**src/rtl/alu_ctrl_pkg.sv**
```systemverilog
// Shared definitions for the ALU sequencer/arbiter: command codes, FSM states, flag bit positions.
package alu_ctrl_pkg;

  typedef enum logic [2:0] {
    ADD  = 3'b000,
    SUB  = 3'b001,
    XOR  = 3'b010,
    SLT  = 3'b011,
    AND  = 3'b100,
    NAND = 3'b101,
    NOR  = 3'b110,
    OR   = 3'b111
  } alu_cmd_e;

  typedef enum logic [1:0] {
    IDLE   = 2'd0,
    SETTLE = 2'd1,
    RESP   = 2'd2
  } state_e;

  localparam int FLAG_CARRY = 2;
  localparam int FLAG_ZERO  = 1;
  localparam int FLAG_OVF   = 0;

endpackage

```
**src/rtl/alu_arbiter_if.sv**
```systemverilog
// Requester, responder and ALU-side signals of the shared-ALU arbiter.
interface alu_arbiter_if;
  logic        req0_valid, req1_valid;
  logic        req0_ready, req1_ready;
  logic [31:0] req0_a, req0_b, req1_a, req1_b;
  logic [2:0]  req0_cmd, req1_cmd;
  logic        rsp0_valid, rsp1_valid;
  logic        rsp0_ready, rsp1_ready;
  logic [31:0] rsp_result;
  logic [2:0]  rsp_flags;
  logic [31:0] alu_a, alu_b;
  logic [2:0]  alu_cmd;
  logic [31:0] alu_result;
  logic        alu_carryout, alu_zero, alu_overflow;
  logic        busy;

  modport slave (
    input  req0_valid, req1_valid, req0_a, req0_b, req1_a, req1_b, req0_cmd, req1_cmd,
    input  rsp0_ready, rsp1_ready, alu_result, alu_carryout, alu_zero, alu_overflow,
    output req0_ready, req1_ready, rsp0_valid, rsp1_valid, rsp_result, rsp_flags,
    output alu_a, alu_b, alu_cmd, busy
  );

  modport master (
    output req0_valid, req1_valid, req0_a, req0_b, req1_a, req1_b, req0_cmd, req1_cmd,
    output rsp0_ready, rsp1_ready, alu_result, alu_carryout, alu_zero, alu_overflow,
    input  req0_ready, req1_ready, rsp0_valid, rsp1_valid, rsp_result, rsp_flags,
    input  alu_a, alu_b, alu_cmd, busy
  );
endinterface

```
**src/rtl/alu_arbiter_rr.sv**
```systemverilog
// Two-way round-robin grant; the pointer holder wins ties, pointer moves only on advance.
module rr_arbiter2 (
  input  logic       clk,
  input  logic       rst_n,
  input  logic [1:0] req_i,
  input  logic       adv_i,
  input  logic       adv_to_i,
  output logic       gnt_vld_o,
  output logic       gnt_idx_o
);
  logic ptr_q, ptr_d;

  assign ptr_d = adv_i ? adv_to_i : ptr_q;

  always_ff @(posedge clk) begin
    if (!rst_n) ptr_q <= 1'b0;
    else        ptr_q <= ptr_d;
  end

  assign gnt_vld_o = |req_i;
  assign gnt_idx_o = req_i[ptr_q] ? ptr_q : ~ptr_q;
endmodule

```
**src/rtl/alu_arbiter.sv**
```systemverilog
// Grants one requester to the external ALU, holds operands for SETTLE_CYCLES, then returns the result.
module alu_arbiter
  import alu_ctrl_pkg::*;
#(
  parameter int SETTLE_CYCLES = 4
) (
  input logic          clk,
  input logic          rst_n,
  alu_arbiter_if.slave bus
);
  localparam int CW = (SETTLE_CYCLES > 1) ? $clog2(SETTLE_CYCLES) : 1;

  state_e        state_q, state_d;
  logic [CW-1:0] cnt_q, cnt_d;
  logic          owner_q;
  logic [31:0]   a_q, b_q, res_q;
  logic [2:0]    cmd_q, flags_q;
  logic          gnt_vld, gnt_idx, accept, capture, rsp_rdy, rsp_fire;

  rr_arbiter2 u_rr (
    .clk       (clk),
    .rst_n     (rst_n),
    .req_i     ({bus.req1_valid, bus.req0_valid}),
    .adv_i     (rsp_fire),
    .adv_to_i  (~owner_q),
    .gnt_vld_o (gnt_vld),
    .gnt_idx_o (gnt_idx)
  );

  assign accept   = (state_q == IDLE) && gnt_vld;
  assign capture  = (state_q == SETTLE) && (cnt_q == '0);
  assign rsp_rdy  = owner_q ? bus.rsp1_ready : bus.rsp0_ready;
  assign rsp_fire = (state_q == RESP) && rsp_rdy;

  always_ff @(posedge clk) begin
    if (!rst_n) state_q <= IDLE;
    else        state_q <= state_d;
  end

  always_comb begin
    state_d = state_q;
    cnt_d   = cnt_q;
    case (state_q)
      IDLE:   if (gnt_vld) begin
                state_d = SETTLE;
                cnt_d   = CW'(SETTLE_CYCLES - 1);
              end
      SETTLE: if (cnt_q != '0) cnt_d = cnt_q - CW'(1);
              else             state_d = RESP;
      RESP:   if (rsp_rdy) state_d = IDLE;
      default: state_d = IDLE;
    endcase
  end

  // Ready is held low during reset even though the state may still read IDLE.
  always_comb begin
    bus.req0_ready = 1'b0;
    bus.req1_ready = 1'b0;
    bus.rsp0_valid = (state_q == RESP) && !owner_q;
    bus.rsp1_valid = (state_q == RESP) &&  owner_q;
    bus.busy       = (state_q != IDLE);
    if (rst_n && accept) begin
      bus.req0_ready = !gnt_idx;
      bus.req1_ready =  gnt_idx;
    end
  end

  always_ff @(posedge clk) begin
    if (!rst_n) begin
      cnt_q   <= '0;
      owner_q <= 1'b0;
      a_q     <= '0;
      b_q     <= '0;
      cmd_q   <= '0;
      res_q   <= '0;
      flags_q <= '0;
    end else begin
      cnt_q <= cnt_d;
      if (accept) begin
        owner_q <= gnt_idx;
        a_q     <= gnt_idx ? bus.req1_a   : bus.req0_a;
        b_q     <= gnt_idx ? bus.req1_b   : bus.req0_b;
        cmd_q   <= gnt_idx ? bus.req1_cmd : bus.req0_cmd;
      end
      if (capture) begin
        res_q              <= bus.alu_result;
        flags_q[FLAG_CARRY] <= bus.alu_carryout;
        flags_q[FLAG_ZERO]  <= bus.alu_zero;
        flags_q[FLAG_OVF]   <= bus.alu_overflow;
      end
    end
  end

  assign bus.alu_a      = a_q;
  assign bus.alu_b      = b_q;
  assign bus.alu_cmd    = cmd_q;
  assign bus.rsp_result = res_q;
  assign bus.rsp_flags  = flags_q;
endmodule

```
**src/flat_wrapper.sv**
```systemverilog
// flat-port wrapper written by rule: the top's interface ports become plain ports
module alu_arbiter_flat import alu_ctrl_pkg::*;
#(
  parameter int SETTLE_CYCLES = 4
)
  (clk, rst_n, bus_req0_valid, bus_req1_valid, bus_req0_a, bus_req0_b, bus_req1_a, bus_req1_b, bus_req0_cmd, bus_req1_cmd, bus_rsp0_ready, bus_rsp1_ready, bus_alu_result, bus_alu_carryout, bus_alu_zero, bus_alu_overflow, bus_req0_ready, bus_req1_ready, bus_rsp0_valid, bus_rsp1_valid, bus_rsp_result, bus_rsp_flags, bus_alu_a, bus_alu_b, bus_alu_cmd, bus_busy);
  alu_arbiter_if bus_i ();
  input logic clk;
  input logic rst_n;
  input wire logic [$bits(bus_i.req0_valid)-1:0] bus_req0_valid;
  input wire logic [$bits(bus_i.req1_valid)-1:0] bus_req1_valid;
  input wire logic [$bits(bus_i.req0_a)-1:0] bus_req0_a;
  input wire logic [$bits(bus_i.req0_b)-1:0] bus_req0_b;
  input wire logic [$bits(bus_i.req1_a)-1:0] bus_req1_a;
  input wire logic [$bits(bus_i.req1_b)-1:0] bus_req1_b;
  input wire logic [$bits(bus_i.req0_cmd)-1:0] bus_req0_cmd;
  input wire logic [$bits(bus_i.req1_cmd)-1:0] bus_req1_cmd;
  input wire logic [$bits(bus_i.rsp0_ready)-1:0] bus_rsp0_ready;
  input wire logic [$bits(bus_i.rsp1_ready)-1:0] bus_rsp1_ready;
  input wire logic [$bits(bus_i.alu_result)-1:0] bus_alu_result;
  input wire logic [$bits(bus_i.alu_carryout)-1:0] bus_alu_carryout;
  input wire logic [$bits(bus_i.alu_zero)-1:0] bus_alu_zero;
  input wire logic [$bits(bus_i.alu_overflow)-1:0] bus_alu_overflow;
  output wire logic [$bits(bus_i.req0_ready)-1:0] bus_req0_ready;
  output wire logic [$bits(bus_i.req1_ready)-1:0] bus_req1_ready;
  output wire logic [$bits(bus_i.rsp0_valid)-1:0] bus_rsp0_valid;
  output wire logic [$bits(bus_i.rsp1_valid)-1:0] bus_rsp1_valid;
  output wire logic [$bits(bus_i.rsp_result)-1:0] bus_rsp_result;
  output wire logic [$bits(bus_i.rsp_flags)-1:0] bus_rsp_flags;
  output wire logic [$bits(bus_i.alu_a)-1:0] bus_alu_a;
  output wire logic [$bits(bus_i.alu_b)-1:0] bus_alu_b;
  output wire logic [$bits(bus_i.alu_cmd)-1:0] bus_alu_cmd;
  output wire logic [$bits(bus_i.busy)-1:0] bus_busy;
  assign bus_i.req0_valid = bus_req0_valid;
  assign bus_i.req1_valid = bus_req1_valid;
  assign bus_i.req0_a = bus_req0_a;
  assign bus_i.req0_b = bus_req0_b;
  assign bus_i.req1_a = bus_req1_a;
  assign bus_i.req1_b = bus_req1_b;
  assign bus_i.req0_cmd = bus_req0_cmd;
  assign bus_i.req1_cmd = bus_req1_cmd;
  assign bus_i.rsp0_ready = bus_rsp0_ready;
  assign bus_i.rsp1_ready = bus_rsp1_ready;
  assign bus_i.alu_result = bus_alu_result;
  assign bus_i.alu_carryout = bus_alu_carryout;
  assign bus_i.alu_zero = bus_alu_zero;
  assign bus_i.alu_overflow = bus_alu_overflow;
  assign bus_req0_ready = bus_i.req0_ready;
  assign bus_req1_ready = bus_i.req1_ready;
  assign bus_rsp0_valid = bus_i.rsp0_valid;
  assign bus_rsp1_valid = bus_i.rsp1_valid;
  assign bus_rsp_result = bus_i.rsp_result;
  assign bus_rsp_flags = bus_i.rsp_flags;
  assign bus_alu_a = bus_i.alu_a;
  assign bus_alu_b = bus_i.alu_b;
  assign bus_alu_cmd = bus_i.alu_cmd;
  assign bus_busy = bus_i.busy;
  alu_arbiter #(.SETTLE_CYCLES(SETTLE_CYCLES)) u_core (.clk(clk), .rst_n(rst_n), .bus(bus_i));
endmodule
```
**config.mk**
```make
export PLATFORM = sky130hd
export DESIGN_NAME = alu_arbiter_flat
export DESIGN_NICKNAME = d
export VERILOG_FILES = /design/src/rtl/alu_ctrl_pkg.sv /design/src/rtl/alu_arbiter_if.sv /design/src/rtl/alu_arbiter_rr.sv /design/src/rtl/alu_arbiter.sv /design/src/flat_wrapper.sv
export SDC_FILE = /design/constraint.sdc
export NUM_CORES = 1
export LEC_CHECK = 0
export CORE_ASPECT_RATIO = 0.9
export CORE_MARGIN = 2
export CORE_UTILIZATION = 33
export CTS_BUF_LIST = sky130_fd_sc_hd__clkbuf_4 sky130_fd_sc_hd__clkbuf_8
export DETAILED_ROUTE_END_ITERATION = 10
export HOLD_SLACK_MARGIN = 0.12
export PLACE_DENSITY = 0.79
export SLEW_MARGIN = 20
export SYNTH_ARGS = -nofsm -noshare
export SYNTH_HDL_FRONTEND = slang
export SYNTH_SLANG_ARGS = --single-unit
```
**constraint.sdc**
```tcl
create_clock -name clk -period 1.4 [get_ports clk]
set_input_delay 0.14 -clock clk [delete_from_list [all_inputs] [get_ports clk]]
set_output_delay 0.14 -clock clk [all_outputs]
set_load 0.01 [all_outputs]
```
---- Word level (Yosys, flattened, before mapping) ----
Cells that the tools add are included.
W data, S select, Z words.
cells by class
  equal/unequal tests ..................... 6
  reductions and logical operators ........ 16
  mux-type cells .......................... 16
  add/subtract/negate cells ............... 1
  order comparisons ....................... 1
  divide/modulo/power cells ............... 0
  bitwise logic cells ..................... 2
  $mul .................................... 0
  shift operators ......................... 0
operator list
  cell                   number
  $mux W32               2
  $mux W2                5
  $logic_and A1 B1 Y1    6
  $mux W1                6
  $pmux W2 S3            1
  $reduce_and A3 Y1      2
  $reduce_bool A2 Y1     3
  $logic_not A2 Y1       2
  $ne A2 B1 Y1 const B   2
  $ne A2 B2 Y1 const B   2
  $pmux W2 S2            1
  $mux W3                1
  $eq A2 B1 Y1 const B   1
  $eq A2 B2 Y1 const B   1
  $logic_not A1 Y1       2
  $lt A1 B2 Y1 const B   1
  $not A1 Y1             2
  $reduce_or A2 Y1       1
  $sub A2 B1 Y2 const B  1
storage, ports and cells
  memories ................................ 0
  output and inout port bits .............. 107
  bits in registers ....................... 108
  logic and storage cells ................. 51
  memory bits (read-only) ................. 0
  bits in writable memories ............... 0
  bits in latches ......................... 0
  input port bits ......................... 175

---- Longest topological paths before layout ----
Gate-level depths: netlist of run 1.
  word-level depth ........................ 5
  mapped depth ............................ 7
  gate-level depth less buffers ........... 5

---- Cells and area by module ----
Synthesis of run 1 repeated with hierarchy kept, for this count alone.
second synthesis, totals
  cell total of the unflattened synthesis .. 417
  area, all modules ....................... 4354.2 um^2
by module, submodules not included
  module       times used  area each (um^2)  sequential area each (um^2)  cells an instance
  alu_arbiter  1           4297.9            2142.1                       411
  rr_arbiter2  1           56.3              20.0                         6

---- Least setup slack after synthesis of run 1 ----
OpenSTA, ideal clock, no wires.
  path kind ............................... register to register
  from .................................... register u_core.state_q[0]
  to ...................................... register u_core.b_q[11] (netlist: u_core.bus.alu_b[11])
  setup slack ............................. -0.103 ns
  cell stages (with the launch flop) ...... 8
  arrival time ............................ 1.380 ns
  required time ........................... 1.277 ns
  buffers on the path ..................... 3
  clock period less this slack ............ 1.503 ns
  path through ............................ dfxtp_1 buf_6 or2_4 o21a_4 buf_6 buf_6 a222oi_1 inv_1
on the way
  word-level cells in the longest chain between the ends .. 2
ends and longest elaborated chain
  what                    RTL line           RTL
  from (decl)             alu_arbiter.sv:13  state_e state_q, state_d;
  from (signal assigned)  alu_arbiter.sv:37  else state_q <= state_d;
  $logic_not A2 Y1        alu_arbiter.sv:30  assign accept = (state_q == IDLE) && gnt_vld;
  $logic_and A1 B1 Y1     alu_arbiter.sv:30
  to (signal assigned)    alu_arbiter.sv:82  b_q <= gnt_idx ? bus.req1_b : bus.req0_b;
  to (decl)               alu_arbiter.sv:16  logic [31:0] a_q, b_q, res_q;
No other way between the ends.
A chain may end at the register's enable or synchronous reset.

---- Worst setup path in the final report of run 1 ----
  from .................................... register u_core.state_q[1]
  to ...................................... register u_core.b_q[2] (netlist: u_core.bus.alu_b[2])
Same word-level chain as after synthesis.

==> qor.yml, run 1 <==
status: "finished with violations"
violations: "setup timing"
synthCells: 435
ant_nets: 0
slowest_delay_ps: 340
cts_sinks: 108
tightest_slew_ps: 342.4
ys_ff_latch: 108
relSlewSlack_pct: 77.17
grt_pass1_wl_microns: 20600
gr-total-overflow: 0
ios: 282
worstReg2RegStart: "u_core.state_q[1]"
initialDrtViolationCount: 414
p_comb_share_pct: 29.8
synth_fa_ha_area_share_pct: 0.3023
slowest_stage: "dfxtp_2"
synth_largest_area_cell: "dfxtp_1"
fmax_mhz: 637.6
grt_max_degree: 51
initial_core_util_pct: 34.14
grt_util_all_layers_pct: 19.59
via_per_inst: 4.929
cp-end-kind: "flip-flop"
drt-pass1-iter-count: 6
swShare_pct: 28.27
synth_xor_area_share_pct: 0
r2r_slack_ps: -170
synthSimpleGateAreaFrac_pct: 11.15
max_cap_viol_count: 0
path_max_fanout: 28
min_to: "u_core.bus.rsp_flags[1]"
grt_pass1_vias: 4168
io_buffers: 281
critPathLaunch: "u_core.state_q[1]"
hold_path_class: "input port to flip-flop"
worst_ep_arrival_time_ps: 1840
hold-worst-slack_ps: 292.7
antenna_found_initial: 0
setup_ws_ps: -168.4
path_clk_slew_ps: 100
synth_nets: 611
fp.dieW_microns: 122.1
p_leak_nw: 3.758
dp_hpwl_microns: 10590
holdPathStages: 3
synth_edf_count: 0
drive_gt1_share_pct: 13.92
skew_ps: 14.61
p_switching_mw: 2.246
antenna_cells: 0
async_flop_share_pct: 0
slew_viol_final: 0
synth_top_family_by_area: "compound AO/OA/AOI/OAI gates"
h-tree-depth: 3
synth.avg_cell_area_sq_um: 9.515
synthFlopType: "dfxtp_1"
area_growth_pct: 85.04
setup_viol: 106
p_clk_share_pct: 24.8
synth_top_area_share_pct: 52.24
yosysSeqAreaShare_pct: 52.24
stdcell_count: 893
worstSkewPairLatency_ps: 380
cts_tree: "yes"
drc_errors: 0
nets: 904
seq_power_share_pct: 45.4
p_int_mw: 5.699
period_minus_slack_ps: 1568
clock_path_buffers: 2
reg2regPathDepth: 6
core_area_sq_um: 12120
gp_congestion: 0.7803
final_util_pct: 63.17
cts_made_buffers: 9
hold_violations: 0
fp.dieArea_sq_um: 13460
vdd_drop_max_uv: 671.2
post_dp_cell_area_sq_um: 7221
dp.cells: 866
netlist_area_sq_um: 4139
vias: 4402
worstSetupStartpointType: "flip-flop"
rr_endpoint: "u_core.bus.alu_b[2]"
die_h_microns: 110.2
criticalPathCategory: "flip-flop to flip-flop"
synth_compound_area_share_pct: 22.34
power.density_nw_per_um2: 1037
synth_area_leaders: "dfxtp_1 52%, a222oi_1 12%, nand2_1 8.2%, a21boi_0 6.3%, inv_1 4.7%"
synth_cell_types: 28
rows: 38
drt-total-wl_microns: 14540
cts-root-buf: "clkbuf_8"
wl_per_cell_microns: 16.28
required_ps: 1670
design_area_sq_um: 7659
crit_chain: "buf_6, or2_4, o21a_4, buf_12, a222oi_1, inv_1"
tns_ps: -10820
synth_warnings: 0
min_from: "bus_alu_zero"
rsz0062_at_grt: "true"
fin_crit_sh_pct: 112.0
muxShareOfSynthArea_pct: 4.353
-- layout make-up --
| type | count | area [sq um] |
|---|---|---|
| fillers | 1030 | 4466 |
| well taps | 160 | 200.2 |
| clock buffers | 12 | 158.9 |
| flip-flops and latches | 108 | 2166 |
| repair buffers | 316 | 3122 |
| inverters | 52 | 195.2 |
| clock inverters | 4 | 47.55 |
| multi-input cells | 241 | 1769 |
-- worst max-delay path by stage --
stage,end,slack [ps],cells past startpoint
after floorplan,u_core.bus.alu_b[11],-100,7
after global placement,bus_req0_ready,-610,5
after detailed placement,u_core.bus.alu_b[2],-620,6
after CTS,u_core.bus.alu_b[2],-190,6
after global routing,u_core.bus.alu_b[3],-240,6
final,u_core.bus.alu_b[2],-170,6
-- state kept, by name, summed over array words and instances, names as in the netlist --
name,cells
u_core.bus.alu_cmd,3
u_core.bus.alu_b,32
u_core.bus.rsp_flags,3
u_core.cnt_q,2
u_core.u_rr.ptr_q,1
u_core.bus.rsp_result,32
u_core.bus.alu_a,32
u_core.owner_q,1
u_core.state_q,2
-- critical path, delay by kind of cell (launching register included) --
| family | cells | cell delay (ps) |
|---|---|---|
| AO/OA/AOI/OAI | 2 | 490 |
| AND/OR/NAND/NOR | 1 | 240 |
| flip-flops | 1 | 340 |
| buffers and inverters | 3 | 360 |
-- logic make-up (layout without fill, tap and decap cells) --
kind of cell | Yosys count | count (layout)
DFF | 108 | 108
AOI/OAI and AO/OA | 113 | 113
buffers and inverters | 86 | 384
muxes | 18 | 18
adders and majority gates | 1 | 1
and+or+nand+nor | 109 | 109
-- power by group through the flow --
stage               combinational, mW  clock [mW]  sequential, mW
detailed placement               2.36           0            3.66
floorplan                       0.773           0            3.80
finish                           2.37        1.97            3.61
CTS                              2.18        2.04            3.59
global route                     2.56        2.15            3.65
global placement                 2.30           0            3.65
-- layer usage --
metal	global-route usage (%)	part of all wire (%)	routed length (microns)	vias up
met3	8.128	11	1550	24
met5	0	0	0	-
met1	21.29	37	5386	2054
met2	34.32	50	7244	213
met4	7.307	2.5	359	0
li1	-	-	-	2111
-- Yosys cell counts (all sizes together), types with 2 or more instances --
cell type / instances
a21o: 2
o21a: 2
a21oi: 4
buf: 20
a21boi: 35
inv: 52
nor3b: 2
o21ai: 19
dfxtp: 108
and3: 3
nand2: 90
and2: 2
a222oi: 50
nor2: 2
nor2b: 3
nor3: 2
mux2i: 18
clkbuf: 14
-- layout by cell type, fill, tap and decap left out, types with 3 or more instances in the layout --
cell,Yosys,routed
buf_6,8,11
a21boi_1,0,28
dfxtp_2,0,3
buf_12,0,7
a222oi_1,50,50
nand2_1,90,68
inv_1,52,52
a21boi_2,0,7
dlygate4sd2_1,0,102
clkdlybuf4s50_1,0,174
o21ai_2,0,5
o21ai_1,11,13
nand2_2,0,10
clkbuf_8,0,11
dfxtp_1,108,105
buf_4,0,17
a21oi_1,4,3
mux2i_1,18,18
nand2_4,0,12
clkbuf_16,0,3
-- repair_timing --
| action | in CTS | in global routing |
|---|---|---|
| pin swaps | 20 | 39 |
| resized for setup | 139 | 97 |
| endpoints found under the setup margin | 160 | 97 |
| setup buffers | 2 | 5 |
| hold buffers | 0 | 0 |
| gates cloned | 0 | 4 |
-- per-stage QoR --
| step | setup WS [ps] | power (mW) |
|---|---|---|
| after global routing | -240.5 | 8.353 |
| after CTS | -187.6 | 7.807 |
| after detailed placement | -617.8 | 6.025 |
| final | -168.4 | 7.945 |
| after floorplan | -102.4 | 4.571 |
| after global placement | -612.3 | 5.944 |
No activity file was read; power rests on OpenSTA's default activity.
==> run 2, diff against run 1 <==
CORE_ASPECT_RATIO = 1.75   (was 0.9)
==> run 2 against run 1 <==
  * Sequential cell count unchanged
  * Cell count rose by 2.5%
  * Core utilization grew 2.8 points
  * Sequential power about the same
  * The run still ends with setup timing left
  * Global-route usage increased by 2.8 points
  * Clock skew is 0.59 ps lower
  * Highest routed layer unchanged
  * Combinational power rose by 17%
  * Clock power down 8%
  * Total power is 3.6% higher
  * Via count up 4.3%
==> qor.yml, run 2 (synthesis results as in run 1) <==
post_dp_cell_area_sq_um: 7176  # was 7221 sq um
relSlewSlack_pct: 68.43  # was 77.17%
grt_pass1_vias: 4476  # was 4168
hold_path_class: "input port to flip-flop"  # unchanged
p_leak_nw: 4.062  # was 3.758 nW
fmax_mhz: 651.7  # was 637.6 MHz
rsz0062_at_grt: "true"  # unchanged
status: "finished with violations"  # unchanged
path_buf_inv: 2  # was 3
setup_ws_ps: -134.5  # was -168.4 ps
period_minus_slack_ps: 1534  # was 1568 ps
setup_viol: 99  # was 106
worstSetupStartpointType: "flip-flop"  # unchanged
final_util_pct: 65.96  # was 63.17%
initialDrtViolationCount: 251  # was 414
seq_power_share_pct: 44.3  # was 45.4%
io_buffers: 281  # unchanged
hold_violations: 0  # unchanged
path_clk_slew_ps: 110  # was 100 ps
initial_core_util_pct: 33.48  # was 34.14%
pre_cts_slack_ps: -652.0  # was -617.8 ps
p_comb_share_pct: 33.6  # was 29.8%
slowest_delay_ps: 350  # was 340 ps
drc_errors: 0  # unchanged
slew_viol_final: 0  # unchanged
cts_made_buffers: 9  # unchanged
gp_congestion: 0.7828  # was 0.7803
via_per_inst: 5.017  # was 4.929
h-tree-depth: 3  # unchanged
antenna_found_initial: 2  # was 0
dp_hpwl_microns: 10830  # was 10590 microns
cts_sinks: 108  # unchanged
cts-hold-fix-buffers: 0  # unchanged
p_int_mw: 5.696  # was 5.699 mW
crit_chain: "nor3b_2, buf_4, and3_4, buf_6"  # was buf_6, or2_4, o21a_4, buf_12, a222oi_1, inv_1
drive_gt1_share_pct: 22.42  # was 13.92%
tightest_slew_ps: 473.6  # was 342.4 ps
gr-total-overflow: 0  # unchanged
stdcell_count: 915  # was 893
fillers: 993  # was 1030
finalPower_mw: 8.227  # was 7.945 mW
cp-end-kind: "primary output"  # was flip-flop
required_ps: 1260  # was 1670 ps
worst_ep_arrival_time_ps: 1390  # was 1840 ps
vias: 4591  # was 4402
cts-root-buf: "clkbuf_8"  # unchanged
p_switching_mw: 2.531  # was 2.246 mW
ios: 282  # unchanged
rows: 54  # was 38
final_cell_mix: "175 x clkdlybuf4s50_1, 105 x dfxtp_1, 87 x dlygate4sd2_1"  # was 174 x clkdlybuf4s50_1, 105 x dfxtp_1, 102 x dlygate4sd2_1
worstSkewPairLatency_ps: 360  # was 380 ps
clock_path_buffers: 2  # unchanged
grt_pass1_wl_microns: 23070  # was 20600 microns
fp.dieW_microns: 88.66  # was 122.1 microns
vdd_drop_max_uv: 556.5  # was 671.2 uV
skew_ps: 14.03  # was 14.61 ps
grt_max_degree: 49  # was 51
core_area_sq_um: 12360  # was 12120 sq um
wl_per_cell_microns: 18.45  # was 16.28 microns
cp_top_family: "simple AND/OR/NAND/NOR gates"  # was compound AO/OA/AOI/OAI gates
nets: 916  # was 904
power.density_nw_per_um2: 1009  # was 1037 nW/um^2
dp.cells: 870  # was 866
p_clk_share_pct: 22.1  # was 24.8%
design_area_sq_um: 8155  # was 7659 sq um
fp.dieArea_sq_um: 13490  # was 13460 sq um
ant_nets: 0  # unchanged
slowest_stage: "dfxtp_2"  # unchanged
drt-pass1-iter-count: 6  # unchanged
area_growth_pct: 97.04  # was 85.04%
mostFrequentLayoutCell: "clkdlybuf4s50_1"  # unchanged
violations: "setup timing"  # unchanged
cts_tree: "yes"  # unchanged
die_h_microns: 152.2  # was 110.2 microns
path_max_fanout: 3  # was 28
grt_util_all_layers_pct: 22.40  # was 19.59%
fin_crit_sh_pct: 109.6  # was 112.0%
criticalPathCategory: "flip-flop to primary output"  # was flip-flop to flip-flop
swShare_pct: 30.76  # was 28.27%
max_cap_viol_count: 0  # unchanged
drt-total-wl_microns: 16880  # was 14540 microns
==> run 2: worst paths after layout <==
kind | startpoint | endpoint | slack (ps) | cells past startpoint
max | u_core.state_q[0] | bus_req0_ready | -130 | 4
min | bus_alu_result[15] | u_core.bus.rsp_result[15] | 320 | 3
max reg2reg | u_core.state_q[1] | u_core.bus.alu_cmd[2] | -120 | 6
min reg2reg | u_core.bus.rsp_flags[2] | u_core.bus.rsp_flags[2] | 460 | 2
==> run 2: what timing repair did <==
item	CTS	global route
resized for setup	167	156
buffers inserted	5	5
gates cloned	11	7
pin swaps	50	78
setup endpoints to repair	164	123
==> run 2: final cells by class <==
type / count / area [sq um] / area share [%]
clock buffer: 11 / 145.1 / 1.780
timing repair buffer: 320 / 3266 / 40.04
inverter: 52 / 195.2 / 2.393
tap: 168 / 210.2 / 2.577
antenna: 2 / 5.005 / 0.06137
sequential: 108 / 2166 / 26.56
clock inverter: 5 / 46.29 / 0.5677
multi-input combinational: 249 / 2122 / 26.02
==> run 2: worst reg2reg max path, cell delays in order (launching register included) <==
cell      delay, ps
dfxtp_2         380
nor3b_2          60
buf_4           140
and3_4          180
buf_6           190
a222oi_1        380
inv_1            80
==> run 2: per-layer routing <==
metal / vias to the layer above / GRT usage (%) / share of wire [%]
li1: 2167 / - / -
met1: 2169 / 21.76 / 33
met2: 219 / 42.57 / 56
met3: 36 / 5.200 / 7.3
met4: 0 / 9.812 / 3.4
met5: - / 0 / 0
==> run 2: power by group through the flow <==
stage | sequential, mW | combinational [mW] | clock (mW)
after floorplan | 3.80 | 0.773 | 0
after global placement | 3.65 | 2.29 | 0
after detailed placement | 3.67 | 2.34 | 0
after CTS | 3.60 | 2.46 | 1.88
after global routing | 3.68 | 2.93 | 2.01
final | 3.64 | 2.77 | 1.82
==> run 2: metrics by stage <==
step                setup TNS, ps  hold WS [ps]
floorplan                   -1658         276.7
global placement           -40820         433.7
detailed placement         -40600         441.2
CTS                         -5761         297.8
global route               -11650         300.0
finish                      -6178         315.2
